==> src/rtl/booth_pkg.sv <==
// ---------------------------------------------------------------------------
// booth_pkg
// Shared types and helpers for the sequential radix-2 Booth multiplier.
//   state_t     : controller states (IDLE, RUN)
//   booth_op_t  : action selected by the Booth pair {Q[0], q_1}
//   clog2       : elaboration-time ceiling log2 used to size counters
//   booth_decode: maps the Booth pair to an add/subtract/no-op action
// ---------------------------------------------------------------------------
package booth_pkg;

    typedef enum logic {
        IDLE = 1'b0,
        RUN  = 1'b1
    } state_t;

    typedef enum logic [1:0] {
        NOP = 2'd0,
        ADD = 2'd1,
        SUB = 2'd2
    } booth_op_t;

    // Ceiling log2.
    // Callers pass N+1 so that the counter is wide enough to hold the value N.
    function automatic int clog2(input int value);
        int result;
        int remaining;
        result    = 0;
        remaining = value - 1;
        while (remaining > 0) begin
            result    = result + 1;
            remaining = remaining >> 1;
        end
        return result;
    endfunction

    // Radix-2 Booth recoding.
    // The pair 10 starts a run of ones, so the multiplicand is subtracted.
    // The pair 01 ends a run of ones, so it is added back.
    // The pairs 00 and 11 sit inside a run of zeros or ones, so nothing happens.
    function automatic booth_op_t booth_decode(input logic q0, input logic q_1);
        booth_op_t op;
        case ({q0, q_1})
            2'b10:   op = SUB;
            2'b01:   op = ADD;
            default: op = NOP;
        endcase
        return op;
    endfunction

endpackage

==> src/rtl/booth_step.sv <==
// ---------------------------------------------------------------------------
// booth_step
// One combinational radix-2 Booth iteration: conditional add/subtract of the
// multiplicand into the accumulator, then an arithmetic right shift of the
// whole {acc, q, q_1} chain by one bit.
//   Parameter N : extended operand width (accumulator and multiplicand are
//                 N+1 bits, the multiplier register is N bits)
//   acc_in      : accumulator before the step, N+1 bits
//   q_in        : multiplier/low-product register before the step, N bits
//   q_1_in      : Booth history bit before the step
//   m           : extended multiplicand, N+1 bits
//   acc_out     : accumulator after add/sub and shift
//   q_out       : multiplier register after shift
//   q_1_out     : history bit after shift (the old q_in[0])
// ---------------------------------------------------------------------------
module booth_step
    import booth_pkg::*;
#(
    parameter int N = 9
) (
    input  logic [N:0]   acc_in,
    input  logic [N-1:0] q_in,
    input  logic         q_1_in,
    input  logic [N:0]   m,
    output logic [N:0]   acc_out,
    output logic [N-1:0] q_out,
    output logic         q_1_out
);

    booth_op_t  op;
    logic [N:0] sum;

    // Pick the Booth action from the current pair and form the updated accumulator.
    // The accumulator is one bit wider than the extended operand.
    // Because of that guard bit, the subtraction cannot overflow.
    always_comb begin
        op  = booth_decode(q_in[0], q_1_in);
        sum = acc_in;
        case (op)
            ADD:     sum = acc_in + m;
            SUB:     sum = acc_in - m;
            default: sum = acc_in;
        endcase
    end

    // Arithmetic right shift of the concatenated {sum, q, q_1} chain.
    // The accumulator MSB is replicated to preserve the sign.
    assign acc_out = {sum[N], sum[N:1]};
    assign q_out   = {sum[0], q_in[N-1:1]};
    assign q_1_out = q_in[0];

endmodule

==> src/rtl/booth_seq_mult.sv <==
// ---------------------------------------------------------------------------
// booth_seq_mult
// Multi-cycle radix-2 Booth multiplier with configurable width, signed or
// unsigned operation and a start/busy/done handshake. One Booth step is done
// per clock; the product stays registered until the next operation finishes.
//   Parameter WIDTH : operand width, 2..32
//   clock           : rising-edge clock
//   reset_n         : synchronous active-low reset
//   start           : request pulse, accepted only while idle
//   signed_mode     : 1 = two's complement operands, 0 = unsigned
//   a, b            : multiplicand and multiplier, captured on accepted start
//   busy            : high while iterating
//   done            : one-cycle completion pulse; p valid from this cycle on
//   p               : 2*WIDTH product register
// ---------------------------------------------------------------------------
module booth_seq_mult
    import booth_pkg::*;
#(
    parameter int WIDTH = 8
) (
    input  logic               clock,
    input  logic               reset_n,
    input  logic               start,
    input  logic               signed_mode,
    input  logic [WIDTH-1:0]   a,
    input  logic [WIDTH-1:0]   b,
    output logic               busy,
    output logic               done,
    output logic [2*WIDTH-1:0] p
);

    localparam int N  = WIDTH + 1;
    localparam int CW = clog2(N + 1);

    state_t       state;
    logic [CW-1:0] count;
    logic [N:0]   m_reg;
    logic [N:0]   acc;
    logic [N-1:0] q_reg;
    logic         q_1;

    logic [N:0]   a_ext;
    logic [N-1:0] b_ext;
    logic [N:0]   acc_next;
    logic [N-1:0] q_next;
    logic         q_1_next;

    // Widen the operands before capture.
    // In signed mode the sign bits are replicated; otherwise zeros are added.
    // The extra zero bit lets an unsigned operand behave as a positive
    // two's complement value. The Booth core can then always treat its
    // inputs as signed.
    // The multiplicand gets one more guard bit to match the accumulator width.
    always_comb begin
        a_ext = signed_mode ? {{2{a[WIDTH-1]}}, a} : {2'b00, a};
        b_ext = signed_mode ? {b[WIDTH-1], b}      : {1'b0, b};
    end

    booth_step #(
        .N(N)
    ) u_step (
        .acc_in (acc),
        .q_in   (q_reg),
        .q_1_in (q_1),
        .m      (m_reg),
        .acc_out(acc_next),
        .q_out  (q_next),
        .q_1_out(q_1_next)
    );

    // Controller and datapath registers.
    // IDLE waits for start, then captures the operands and loads the
    // iteration count.
    // RUN commits one Booth step per edge.
    // The step that takes count from 1 to 0 is the last one. On that step
    // the low 2*WIDTH bits of the final {acc, q} are written to p and done
    // is pulsed.
    // A start that arrives during RUN is simply not looked at.
    always_ff @(posedge clock) begin
        if (!reset_n) begin
            state <= IDLE;
            busy  <= 1'b0;
            done  <= 1'b0;
            p     <= '0;
            count <= '0;
            m_reg <= '0;
            acc   <= '0;
            q_reg <= '0;
            q_1   <= 1'b0;
        end else begin
            case (state)
                IDLE: begin
                    done <= 1'b0;
                    if (start) begin
                        m_reg <= a_ext;
                        acc   <= '0;
                        q_reg <= b_ext;
                        q_1   <= 1'b0;
                        count <= CW'(N);
                        busy  <= 1'b1;
                        state <= RUN;
                    end
                end
                RUN: begin
                    acc   <= acc_next;
                    q_reg <= q_next;
                    q_1   <= q_1_next;
                    count <= count - CW'(1);
                    if (count == CW'(1)) begin
                        p     <= {acc_next[2*WIDTH-N-1:0], q_next};
                        done  <= 1'b1;
                        busy  <= 1'b0;
                        state <= IDLE;
                    end
                end
                default: begin
                    state <= IDLE;
                    busy  <= 1'b0;
                    done  <= 1'b0;
                end
            endcase
        end
    end

endmodule
==> config.mk <==
export PLATFORM = sky130hd
export DESIGN_NAME = booth_seq_mult
export DESIGN_NICKNAME = d
export VERILOG_FILES = /design/src/rtl/booth_pkg.sv /design/src/rtl/booth_step.sv /design/src/rtl/booth_seq_mult.sv
export SDC_FILE = /design/constraint.sdc
export NUM_CORES = 1
export LEC_CHECK = 0
export CELL_PAD_IN_SITES_DETAIL_PLACEMENT = 0
export CELL_PAD_IN_SITES_GLOBAL_PLACEMENT = 1
export CORE_ASPECT_RATIO = 1.1
export CORE_MARGIN = 2
export CORE_UTILIZATION = 46
export CTS_BUF_LIST = sky130_fd_sc_hd__clkbuf_8
export CTS_CLUSTER_SIZE = 28
export DETAILED_ROUTE_END_ITERATION = 8
export PLACE_DENSITY_LB_ADDON = 0.1
export SLEW_MARGIN = 20
export SYNTH_ARGS = -nofsm -noshare
export SYNTH_HDL_FRONTEND = slang
export SYNTH_HIERARCHICAL = 1
export SYNTH_SLANG_ARGS = --single-unit
==> constraint.sdc <==
create_clock -name clock -period 4.3 [get_ports clock]
set_clock_uncertainty 0.15 [all_clocks]
set_input_delay 0.86 -clock clock [delete_from_list [all_inputs] [get_ports clock]]
set_output_delay 0.86 -clock clock [all_outputs]
set_load 0.02 [all_outputs]
==> results.json <==
{
  "status": "complete, no violations",
  "gr-max-usage-layer": "met2",
  "syn_nets": 384,
  "ys_seq_elements": 52,
  "seq_area_frac_synth": 0.358,
  "synth_edf_count": 0,
  "num_vias": 2275,
  "crit_arrival_ns": 3.00,
  "grt_max_degree": 68,
  "maxCapViolations": 0,
  "largest_reg_flops": 16,
  "grt_pass1_wl_um": 10300,
  "n_antenna_cell": 0,
  "postLayoutCoreUtil": 0.529,
  "io_buffers": 37,
  "grt_overflow": 0,
  "cts_tree": "built",
  "post_cts_buffers": 0,
  "yosys_warnings": 6,
  "fin_nets": 397,
  "grtUsageMet1": 0.252,
  "synth_area_mm2": 0.00290,
  "rows": 30,
  "cts_buffer_depth": 2,
  "critPathRequiredTime_ns": 4.39,
  "grtUsageTotal": 0.185,
  "grt_pass1_vias": 2110,
  "drt_first_pass_iters": 4,
  "layout_setup_ws_ns": 1.39,
  "synth_cell_types": 38,
  "dp_slack_ns": 1.40,
  "worstRegToRegCells": 12,
  "drive_gt1_frac": 0.0412,
  "min_path_cells": 2,
  "root_buffer": "clkbuf_8",
  "finalHoldViolCount": 0,
  "hp-start": "p[0]",
  "finalWirelength_um": 6090,
  "dieHeight_um": 87.3,
  "holdCritPathClass": "flop to flop",
  "end_kind": "flop",
  "hold_buffers": 0,
  "vias_per_cell": 5.12,
  "synth_top_flop_cell": "dfxtp_1",
  "core_mm2": 0.00616,
  "fp.dieArea_mm2": 0.00697,
  "power_density_mw_per_mm2": 349,
  "ios": 38,
  "antenna_found_initial": 0,
  "netlist_instances": 350,
  "yosys.area.top_type_share": 0.358,
  "top_regs": "p x16, acc x10",
  "finalSetupViolCount": 0,
  "areaGrowthSynthToFinish_pct": 12.1,
  "synth_area_leader_cell": "dfxtp_1",
  "die_w_um": 79.8,
  "cts_made_buffers": 5,
  "wl_per_cell_um": 13.7,
  "worstReg2RegEnd": "acc[9]",
  "crit_fanout": 4,
  "place_congestion": 0.861,
  "synth_most_common_cell": "nand2_1",
  "r2r_start": "m_reg[4]",
  "finalSetupTns_ns": 0,
  "ant_nets": 0,
  "grt.met2_usage": 0.296,
  "top_register": "p",
  "synthTopCellsByArea": "dfxtp_1 36%, nand2_1 7.0%, ha_1 5.6%, a21oi_1 4.7%, buf_4 4.4%",
  "clk_latency_ns": 0.30,
  "met3_usage": 0.0384,
  "cts_resized": 0,
  "ir_drop_mv": 0.212,
  "route.detailed.drc": 0,
  "start_kind": "flop",
  "slew_headroom": 0.568,
  "r2r_slack_ns": 1.39,
  "start_util": 0.472,
  "crit_type": "flop to flop",
  "p_leak_nw": 1.25,
  "netlist_top_cells_count": "54 x nand2_1, 52 x dfxtp_1, 27 x a21oi_1",
  "clkSinkCount": 52,
  "fmax_mhz": 344,
  "min_period_ns": 2.91,
  "async_reset_ff_frac": 0,
  "avgSynthCellArea_um2": 8.30,
  "place_hpwl_um": 4330,
  "h-tree-depth": 2,
  "final_max_slew_viol_count": 0,
  "clk_pin_slew_ns": 0.10,
  "timing_worst_slew_pin_value_ns": 0.647,
  "dr.first_iter.drc_count": 100,
  "fin_crit_sh": 0.677,
  "min_to": "p[0]",
  "rsz0062_at_grt": "no"
}
## placed cells by master, fill, tap and decap left out, types with 2 or more instances in the layout
master            n
a211oi_1          3
a21boi_0          8
a21oi_1          27
a31oi_1           5
buf_4             3
clkbuf_8          6
clkdlybuf4s50_1  36
dfxtp_1          52
ha_1             13
inv_1            11
mux2i_1           9
nand2_1          54
nand2b_1          5
nand3_1          19
nor2_1           13
nor2b_1          13
nor3_1            6
nor3b_1          12
o211a_1           8
o21ai_0          17
o21ai_1          11
o31ai_1           2
xnor2_1          11
xor2_1            5
## routing by layer
| layer | wire [µm] | part of all wire | up-vias |
|---|---|---|---|
| met2 | 2820 | 0.46 | 26 |
| met5 | 0 | 0 | - |
| met1 | 3050 | 0.50 | 1026 |
| met4 | 40 | 0.0066 | 0 |
| li1 | - | - | 1219 |
| met3 | 175 | 0.029 | 4 |
## worst max-delay path by stage
stage                     startpoint      to  slack (ns)  depth (start not counted)
after floorplan             m_reg[4]  acc[9]        1.66                         13
after global placement      m_reg[4]  acc[8]        1.39                         12
after detailed placement    m_reg[0]  acc[8]        1.40                         13
after CTS                   m_reg[0]  acc[8]        1.38                         13
after global routing        q_reg[0]  acc[5]        1.10                         11
final                       m_reg[4]  acc[9]        1.39                         12
## metrics by stage
stage	area [µm²]	hold WS [ns]	cells	total power [mW]
after floorplan	2900	0.331	350	0.797
after CTS	3250	0.320	444	1.15
after detailed placement	3160	0.296	436	0.851
after global routing	3260	0.331	444	1.21
after global placement	3160	0.296	436	0.850
final	3260	0.315	444	1.14
## logic make-up (layout without fill, tap and decap cells)
family	count (synthesis)	in the layout	share of synthesized area
and+or+nand+nor	126	126	0.220
AOI/OAI and AO/OA	87	87	0.182
DFF	52	52	0.358
buffers and inverters	45	59	0.0935
xor gates and xnor gates	16	16	0.0483
adders and majority gates	14	14	0.0629
muxes	10	10	0.0349
## critical path, cell delays in order (launching register included)
cell	delay, ns
dfxtp_1	0.38
nor4_4	0.36
a21oi_1	0.13
xnor2_1	0.19
ha_1	0.30
a21oi_1	0.24
nor2_1	0.09
a211oi_1	0.23
a21oi_1	0.12
nor3b_2	0.24
xor2_1	0.22
a21oi_1	0.09
nor2b_1	0.11
## area by class of cell
class / instances / area, µm²
Clock buffer: 6 / 82.6
Clock inverter: 2 / 13.8
Fill cell: 602 / 2900
Inverter: 12 / 45.0
Multi-Input combinational cell: 253 / 1590
Sequential cell: 52 / 1040
Tap cell: 80 / 100
Timing Repair Buffer: 39 / 383
## report_power, final
group          total [mW]  leakage, nW  switching, mW  internal (mW)
clock network       0.296       0.0516          0.164          0.132
registers           0.535        0.424         0.0267          0.508
logic               0.305        0.773          0.168          0.137
Power figures use the tool's default switching activity.
